**src/rtl/bin_pixel_packer_pkg.sv**
```systemverilog
// Purpose : shared states and widths for the binary pixel packer.
// Latency : n/a (declarations only).
// Backpressure : n/a.
package bin_pixel_packer_pkg;

    typedef enum logic [2:0] {
        IDLE,
        ARMED,
        ACTIVE,
        FLUSH,
        DONE
    } state_t;

    localparam int PIX_PER_BYTE = 8;
    localparam int PCNT_W       = 19;
    localparam int ADDR_W       = 16;
    localparam int ONES_W       = 20;

endpackage

```
**src/rtl/pack_shift8.sv**
```systemverilog
// Purpose : 8-pixel accumulator with bit counter; presents a full or flushed byte.
// Latency : combinational byte out in the cycle the 8th pixel shifts or flush is asserted.
// Backpressure : none; the consumer must take byte/byte_valid in that same cycle.
//
// Ports: clk, rst (sync, active high); clear restarts the byte (may coincide
// with shift, the shifted pixel then becomes bit 0 of a fresh byte); shift
// accepts pixel; flush emits the partial byte left-aligned and zero padded.
// Outputs: packed_byte, byte_valid, partial (bit counter non-zero).
module pack_shift8
    import bin_pixel_packer_pkg::*;
(
    input  logic       clk,
    input  logic       rst,
    input  logic       clear,
    input  logic       shift,
    input  logic       flush,
    input  logic       pixel,
    output logic [7:0] packed_byte,
    output logic       byte_valid,
    output logic       partial
);

    logic [7:0] acc;
    logic [2:0] bcnt;
    logic [2:0] bcnt_eff;
    logic [7:0] shifted;
    logic [3:0] pad;

    // A clear in the same cycle as a shift starts the byte from scratch.
    assign bcnt_eff = clear ? 3'd0 : bcnt;
    assign shifted  = clear ? {7'd0, pixel} : {acc[6:0], pixel};
    assign pad      = 4'd8 - {1'b0, bcnt};
    assign partial  = (bcnt != 3'd0);

    always_comb begin
        packed_byte = shifted;
        byte_valid  = shift && (bcnt_eff == 3'(PIX_PER_BYTE - 1));
        if (flush) begin
            packed_byte = acc << pad;
            byte_valid  = partial;
        end
    end

    always_ff @(posedge clk) begin
        if (rst) begin
            acc  <= 8'd0;
            bcnt <= 3'd0;
        end else if (flush || (clear && !shift)) begin
            acc  <= 8'd0;
            bcnt <= 3'd0;
        end else if (shift) begin
            acc  <= shifted;
            bcnt <= bcnt_eff + 3'd1;   // wraps 7 -> 0 at each full byte
        end
    end

endmodule

```
**src/rtl/bin_pixel_packer.sv**
```systemverilog
// Purpose : frame-aligned packing of 1-bit pixels into bytes for the SDRAM write FIFO.
// Latency : oWR one cycle after the 8th accepted pixel; flush write two cycles after iFVAL falls.
// Backpressure : none; the FIFO must accept every oWR strobe (at most 1 per 8 pixels).
//
// Ports: iCLK, iRST (sync, active high), iEN arms the next whole frame,
// iFVAL/iDVAL/iPIXEL pixel stream; oDATA {zeros, byte} with first pixel in
// bit 7, oWR strobe, oBYTE_ADDR byte index, oBUSY, oFRAME_DONE pulse,
// oOVF sticky overflow, oONES_CNT count of 1-pixels in the last frame.
// Optional feature: define BIN_PIXEL_PACKER_ONES_CNT_EN to build the ones
// counter; otherwise oONES_CNT is tied to zero.
module bin_pixel_packer
    import bin_pixel_packer_pkg::*;
#(
    parameter int H_ACTIVE = 640,
    parameter int V_ACTIVE = 480,
    parameter int DATA_W   = 16
) (
    input  logic              iCLK,
    input  logic              iRST,
    input  logic              iEN,
    input  logic              iFVAL,
    input  logic              iDVAL,
    input  logic              iPIXEL,
    output logic [DATA_W-1:0] oDATA,
    output logic              oWR,
    output logic [15:0]       oBYTE_ADDR,
    output logic              oBUSY,
    output logic              oFRAME_DONE,
    output logic              oOVF,
    output logic [19:0]       oONES_CNT
);

    localparam logic [PCNT_W-1:0] PCNT_MAX = PCNT_W'(H_ACTIVE * V_ACTIVE);

    state_t            state, state_nxt;
    logic [PCNT_W-1:0] pcnt;
    logic [ADDR_W-1:0] byte_idx;
    logic              start, in_frame, pix_full, accept, drop;
    logic [7:0]        packed_byte;
    logic              byte_valid, partial;

    // start is the ARMED->ACTIVE cycle; its pixel already belongs to the frame.
    assign start    = (state == ARMED) && iEN && iFVAL;
    assign in_frame = (state == ACTIVE) && iFVAL;
    assign pix_full = (pcnt == PCNT_MAX);
    assign accept   = iDVAL && (start || (in_frame && !pix_full));
    assign drop     = in_frame && iDVAL && pix_full;
    assign oBUSY    = (state == ARMED) || (state == ACTIVE) || (state == FLUSH);

    pack_shift8 u_shift (
        .clk         (iCLK),
        .rst         (iRST),
        .clear       (start),
        .shift       (accept),
        .flush       (state == FLUSH),
        .pixel       (iPIXEL),
        .packed_byte (packed_byte),
        .byte_valid  (byte_valid),
        .partial     (partial)
    );

    always_comb begin
        state_nxt = state;
        case (state)
            IDLE:   if (iEN && !iFVAL) state_nxt = ARMED;
            ARMED:  if (!iEN) state_nxt = IDLE;
                    else if (iFVAL) state_nxt = ACTIVE;
            ACTIVE: if (!iFVAL) state_nxt = partial ? FLUSH : DONE;
            FLUSH:  state_nxt = DONE;
            DONE:   state_nxt = IDLE;
            default: state_nxt = IDLE;
        endcase
    end

    always_ff @(posedge iCLK) begin
        if (iRST) begin
            state       <= IDLE;
            pcnt        <= '0;
            byte_idx    <= '0;
            oDATA       <= '0;
            oWR         <= 1'b0;
            oBYTE_ADDR  <= '0;
            oFRAME_DONE <= 1'b0;
            oOVF        <= 1'b0;
        end else begin
            state       <= state_nxt;
            oWR         <= byte_valid;
            oFRAME_DONE <= (state == DONE);

            // pcnt stops at PCNT_MAX because accept is blocked there.
            if (start)
                pcnt <= PCNT_W'(accept);
            else if (accept)
                pcnt <= pcnt + PCNT_W'(1);

            if (start)
                oOVF <= 1'b0;
            else if (drop)
                oOVF <= 1'b1;

            if (start)
                byte_idx <= '0;
            else if (byte_valid && (byte_idx != '1))
                byte_idx <= byte_idx + ADDR_W'(1);

            if (byte_valid) begin
                oDATA      <= DATA_W'(packed_byte);
                oBYTE_ADDR <= byte_idx;
            end
        end
    end

`ifdef BIN_PIXEL_PACKER_ONES_CNT_EN
    logic [ONES_W-1:0] ones_cnt;

    always_ff @(posedge iCLK) begin
        if (iRST) begin
            ones_cnt  <= '0;
            oONES_CNT <= '0;
        end else begin
            if (start)
                ones_cnt <= ONES_W'(accept && iPIXEL);
            else if (accept && iPIXEL)
                ones_cnt <= ones_cnt + ONES_W'(1);
            if (state == DONE)
                oONES_CNT <= ones_cnt;
        end
    end
`else
    assign oONES_CNT = '0;
`endif

endmodule

```
**config.mk**
```make
export PLATFORM = sky130hd
export DESIGN_NAME = bin_pixel_packer
export DESIGN_NICKNAME = d
export VERILOG_FILES = /design/src/rtl/bin_pixel_packer_pkg.sv /design/src/rtl/pack_shift8.sv /design/src/rtl/bin_pixel_packer.sv
export SDC_FILE = /design/constraint.sdc
export NUM_CORES = 1
export LEC_CHECK = 0
export ABC_CLOCK_PERIOD_IN_PS = 3300
export CAP_MARGIN = 15
export CORE_MARGIN = 2
export CORE_UTILIZATION = 50
export CTS_BUF_LIST = sky130_fd_sc_hd__clkbuf_8
export CTS_CLUSTER_DIAMETER = 100
export CTS_CLUSTER_SIZE = 20
export DETAILED_ROUTE_END_ITERATION = 10
export GPL_ROUTABILITY_DRIVEN = 1
export GPL_TIMING_DRIVEN = 0
export HOLD_SLACK_MARGIN = 0.06
export PLACE_DENSITY = 0.75
export SYNTH_ARGS = -nofsm -noshare
export SYNTH_HDL_FRONTEND = slang
export SYNTH_SLANG_ARGS = --single-unit
```
**constraint.sdc**
```tcl
create_clock -name iCLK -period 3.3 [get_ports iCLK]
set_clock_uncertainty 0.1 [all_clocks]
set_input_delay 0.825 -clock iCLK [delete_from_list [all_inputs] [get_ports iCLK]]
set_output_delay 0.825 -clock iCLK [all_outputs]
set_load 0.1 [all_outputs]
```
-- Yosys cells after proc, flatten, opt, wreduce, memory -nomap -nowiden
Cells that the tools add are included.
- flip-flop bits (word level): 76
- output and inout bits: 56
- $add $sub $neg: 4
- equal/unequal tests: 10
- shift-type cells: 1
- mux-type cells: 12
- reductions and logical operators: 24
- operator list (cell ; number):
    adder 19 x 1 -> 19 bit, second input constant ; 1
    equality test 19 bit, second input constant ; 1
    two-way mux 3 bit ; 6
    adder 16 x 1 -> 16 bit, second input constant ; 1
    two-way mux 8 bit ; 2
    inequality test 16 bit, second input constant ; 1
    case mux 3 bit (4 select lines) ; 1
    logical AND 1 bit ; 11
    << shifter 8 x 4 -> 8 bit ; 1
    equality test 3 x 2 -> 1 bit, second input constant ; 2
    equality test 3 bit, second input constant ; 2
    logical OR 1 bit ; 4
    inequality test 2 bit, second input constant ; 2
    OR reduction 2 bit ; 2
    subtractor 4 x 3 -> 4 bit, first input constant ; 1
    adder 3 x 1 -> 3 bit, second input constant ; 1
    equality test 3 x 1 -> 1 bit, second input constant ; 1
    zero test 1 bit ; 3
    zero test 3 bit ; 1
    two-way mux 1 bit ; 3
    inequality test 3 bit, second input constant ; 1
    AND reduction 3 bit ; 1
    nonzero test 3 bit ; 1
    nonzero test 2 bit ; 1

-- Longest topological paths before layout
- word-level depth: 9
- depth in mapped cells: 12

-- By module
Synthesis repeated with hierarchy kept, for this count alone.
- cells, all modules: 448
- area total of the unflattened synthesis: 4031.4 um^2
- modules (own cells, without submodules) (module ; times used ; cells each ; area an instance (um^2) ; seq. area each (um^2)):
    bin_pixel_packer ; 1 ; 356 ; 3198.1 ; 1301.2
    pack_shift8 ; 1 ; 92 ; 833.3 ; 220.2

-- Worst setup path before layout
OpenSTA, ideal clock, no wires.
- kind: input to register
- from: input port iEN
- to: register byte_idx[9]
- arrival time: 2.502 ns
- path slack: 0.570 ns
- cell stages on the path: 11
- buffers on the path: 2
- path through: nor2b_1 -> buf_2 -> a31oi_1 -> ha_1 -> ha_1 -> nand2_1 -> a32o_1 -> buf_2 -> a2111oi_2 -> xnor2_1 -> nor2_1
- longest elaborated chain between the ends: 7
- elaborated cells on any way between the ends: 10
- those cells by class: eq/ne: 1; mux: 2; reduce/logical: 7
- ends and longest elaborated chain (item ; RTL line ; RTL):
    from (decl) ; bin_pixel_packer.sv:20 ; input logic iEN,
    logical AND 1 bit * (2 in series) ; bin_pixel_packer.sv:43 ; assign start = (state == ARMED) && iEN && iFVAL;
    two-way mux 3 bit or logical OR 1 bit (tied branches) ; pack_shift8.sv:30, bin_pixel_packer.sv:46 ;
    equality test 3 bit or logical AND 1 bit (tied branches) ; pack_shift8.sv:37, bin_pixel_packer.sv:46 ;
    logical AND 1 bit ; pack_shift8.sv:37 ; byte_valid = shift && (bcnt_eff == 3'(PIX_PER_BYTE - 1));
    two-way mux 1 bit ; pack_shift8.sv:38 ; if (flush) begin
    logical AND 1 bit ; bin_pixel_packer.sv:103 ; else if (byte_valid && (byte_idx != '1))
    to (signal assigned) ; bin_pixel_packer.sv:104 ; byte_idx <= byte_idx + ADDR_W'(1);
    to (decl) ; bin_pixel_packer.sv:37 ; logic [ADDR_W-1:0] byte_idx;
Every way passes the cells marked *; elsewhere a longest branch is shown, timed or not.
A chain may end at the register's enable or synchronous reset.

-- Worst setup path in the final report
- from: input port iEN
- to: register oDATA[7]
- longest elaborated chain between the ends: 6
- elaborated cells on any way between the ends: 10
- those cells by class: eq/ne: 1; mux: 4; reduce/logical: 5
- ends and longest elaborated chain (item ; RTL line ; RTL):
    logical AND 1 bit * (2 in series) ; bin_pixel_packer.sv:43 ;
    two-way mux 3 bit or logical OR 1 bit (tied branches) ; pack_shift8.sv:30, bin_pixel_packer.sv:46 ;
    equality test 3 bit or logical AND 1 bit (tied branches) ; pack_shift8.sv:37, bin_pixel_packer.sv:46 ;
    logical AND 1 bit ; pack_shift8.sv:37 ;
    two-way mux 1 bit ; pack_shift8.sv:38 ;
    to (signal assigned) ; bin_pixel_packer.sv:107 ; oDATA <= DATA_W'(packed_byte);
    to (decl) ; bin_pixel_packer.sv:24 ; output logic [DATA_W-1:0] oDATA,
Marked as above.

==> results.yml <==
status:
  status: "finished clean"
logic_synthesis:
  synth_compound_area_frac: 0.164
  ys_warn_count: 0
  synth_area_leaders: "dfxtp_1 37%, xnor2_1 6.5%, buf_4 6.3%"
  synth_fa_ha_area_frac: 0.0216
  synth_cells: 476
  synth_area_leader_cell: "dfxtp_1"
  synth_ff_type: "dfxtp_1"
  synthSimpleGateAreaFrac: 0.228
  syn-cell-area_sq_um: 4060
  synth_top_area_share: 0.375
  async_flop_share: 0
  synth_top_family_by_area: "simple AND/OR/NAND/NOR gates"
  synth.area.mux_share: 0.0481
  seq_area_frac_synth: 0.375
  synth_xor_area_frac: 0.0647
  avgSynthCellArea_sq_um: 8.53
  synth_edf_count: 0
  synth.distinct_cells: 58
  synth-seq-cells: 76
pwr:
  vdd_ir_drop_max_uv: 393
  leakage_uw: 0.00170
  power_uw: 2220
  power_density_nw_per_um2: 454
global_route:
  grt_max_degree: 14
  busiest_layer: "met2"
  grt_pass1_wl_um: 15000
  grt_pass1_vias: 3242
  grt_usage: 0.213
  gr-total-overflow: 0
  grtUsageMet2: 0.363
  grt_util_met1: 0.266
  antenna_found_initial: 0
  met3_usage: 0.0490
cts:
  path_clk_slew_ns: 0.08
  clock-root-buffer: "clkbuf_8"
  post-cts-setup-buffer-count: 0
  cts_made_buffers: 9
  cts.sinks: 76
  htreeDepth: 3
  post_cts_resized: 0
  cts_tree: "yes"
  ctsHoldBuffers: 0
  cts_max_path_buffers: 2
  clock_latency_ns: 0.35
floorplanning:
  io_pins: 62
  die_area_sq_um: 8860
  initial_utilization: 0.520
  rows: 32
  die_h_um: 94.1
  core_area_sq_um: 7810
  dieWidth_um: 94.1
timing:
  setup_viol: 0
  grt_setup_unrepaired: "no"
  drv_slew: 0
  finalHoldViolations: 0
  finalCritPeriodShare: 0.943
  fmaxAchievable_mhz: 321
  tightest_slew_ns: 0.992
  finalCriticalPeriod_ns: 3.11
  relSlewSlack: 0.337
setup_path:
  cp.required_ns: 3.43
  critPathKind: "primary input to register"
  startpoint: "iEN"
  r2r_start: "u_shift.bcnt[0]"
  rr_worst_depth: 11
  r2r_setup_slack_ns: 0.47
  cp.arrival_ns: 3.25
  end_kind: "register"
  crit_end: "oDATA[7]"
  path_max_fanout: 10
  start_kind: "primary input"
  worst_r2r_endpoint: "byte_idx[11]"
cells_and_area:
  area_delta_synth_final_pct: 20.2
  fill_cells: 703
  multi_input_comb_area_sq_um: 2240
  final_cell_mix: "76 x dfxtp_1, 61 x nor2_1, 61 x nand2_1, 35 x a21oi_1, 34 x buf_4"
  layout-drive-gt1-share: 0.158
  diodes: 0
  layout_commonest_cell: "dfxtp_1"
  postLayoutCoreUtil: 0.625
  seqCellArea_sq_um: 1520
  final_nets: 560
routing:
  vias: 3506
  drt_pass1_iterations: 5
  drc: 0
  ant_nets: 0
  initialDrtViolationCount: 233
  vias_per_cell: 5.37
  avgRoutedWirePerCell_um: 13.5
  wl_um: 8800
placed_design:
  place_congestion: 0.909
  port_buffers: 33
  dp_hpwl_um: 6570
min_path:
  hold_path.class: "register to register"
flow_run:
  cap_viol_max_count: 0
[power by group]
part	internal (uW)	switching, uW	leakage, uW
registers	925	6.99	0.000612
clock network	577	339	0.000129
logic	88.5	279	0.000957
total	1590	625	0.00170
[cells in the mapped netlist, drive strengths merged (3+ instances only)]
cell and number:
nor2 63, nand2 61, buf 43, dfxtp 76, a21oi 36, or2 3
a221oi 6, nand4 10, a2111oi 8, mux2i 15, and3 3, nor3 10
xnor2 30, a211oi 18, a31oi 4, inv 8, nand3 18, nor2b 3
ha 7, and4 6, nand2b 3, clkbuf 14
[metrics by stage]
stage | setup slack (ns) | TNS (ns) | hold slack (ns) | cell area, sq um | std cells
after floorplan | 0.570 | 0 | 0.345 | 4160 | 503
after global placement | -0.153 | -0.709 | 0.338 | 4620 | 638
after detailed placement | -0.167 | -1.79 | 0.343 | 4620 | 638
after CTS | 0.186 | 0 | 0.355 | 4880 | 653
after global routing | 0.0502 | 0 | 0.369 | 4880 | 653
final | 0.187 | 0 | 0.352 | 4880 | 653
[final cells by class]
| type | instances | share of cell area |
|---|---|---|
| Sequential cell | 76 | 0.312 |
| Tap cell | 102 | 0.0261 |
| Clock buffer | 9 | 0.0254 |
| Multi-Input combinational cell | 362 | 0.460 |
| Timing Repair Buffer | 33 | 0.0677 |
| Buffer | 57 | 0.0751 |
| Clock inverter | 6 | 0.0282 |
| Inverter | 8 | 0.00615 |
[how the worst min path moves through the flow]
stage | slack [ns] | depth (start not counted) | to | start
after floorplan | 0.34 | 2 | u_shift.acc[7] | u_shift.acc[7]
after global placement | 0.34 | 2 | oBYTE_ADDR[7] | oBYTE_ADDR[7]
after detailed placement | 0.34 | 2 | oBYTE_ADDR[4] | oBYTE_ADDR[4]
after CTS | 0.35 | 2 | oBYTE_ADDR[5] | oBYTE_ADDR[5]
after global routing | 0.37 | 2 | oBYTE_ADDR[3] | oBYTE_ADDR[3]
final | 0.35 | 2 | oBYTE_ADDR[5] | oBYTE_ADDR[5]
[flip-flops by register name (all words and copies together), names as in the netlist]
signal and flops:
pcnt 19, byte_idx 16, oBYTE_ADDR 16, oDATA 8, u_shift.acc 8, state 3
u_shift.bcnt 3, oFRAME_DONE 1, oOVF 1, oWR 1
[cell families (layout without fill, tap and decap cells)]
family / count (synthesis) / in the layout
xor+xnor: 30 / 30
fa+ha+maj: 7 / 7
flops: 76 / 76
mux: 17 / 17
compound gates: 87 / 87
simple gates: 193 / 193
buf+inv: 65 / 113
other cells: 1 / 28
[per-layer routing]
layer  part of all wire  up-vias
met5                  0        -
met4              0.013        0
met3              0.059       13
met2               0.50      110
met1               0.43     1628
li1                   -     1755
[critical path, cell delays in order]
cell	delay, ns
clkdlybuf4s50_1	0.46
nor2b_1	0.16
buf_2	0.16
a31oi_1	0.19
ha_1	0.18
ha_1	0.13
nand2_1	0.07
a21o_1	0.21
o21a_2	0.26
buf_4	0.19
a211oi_1	0.32
nor3_1	0.09
No activity file was read; power rests on OpenSTA's default activity.
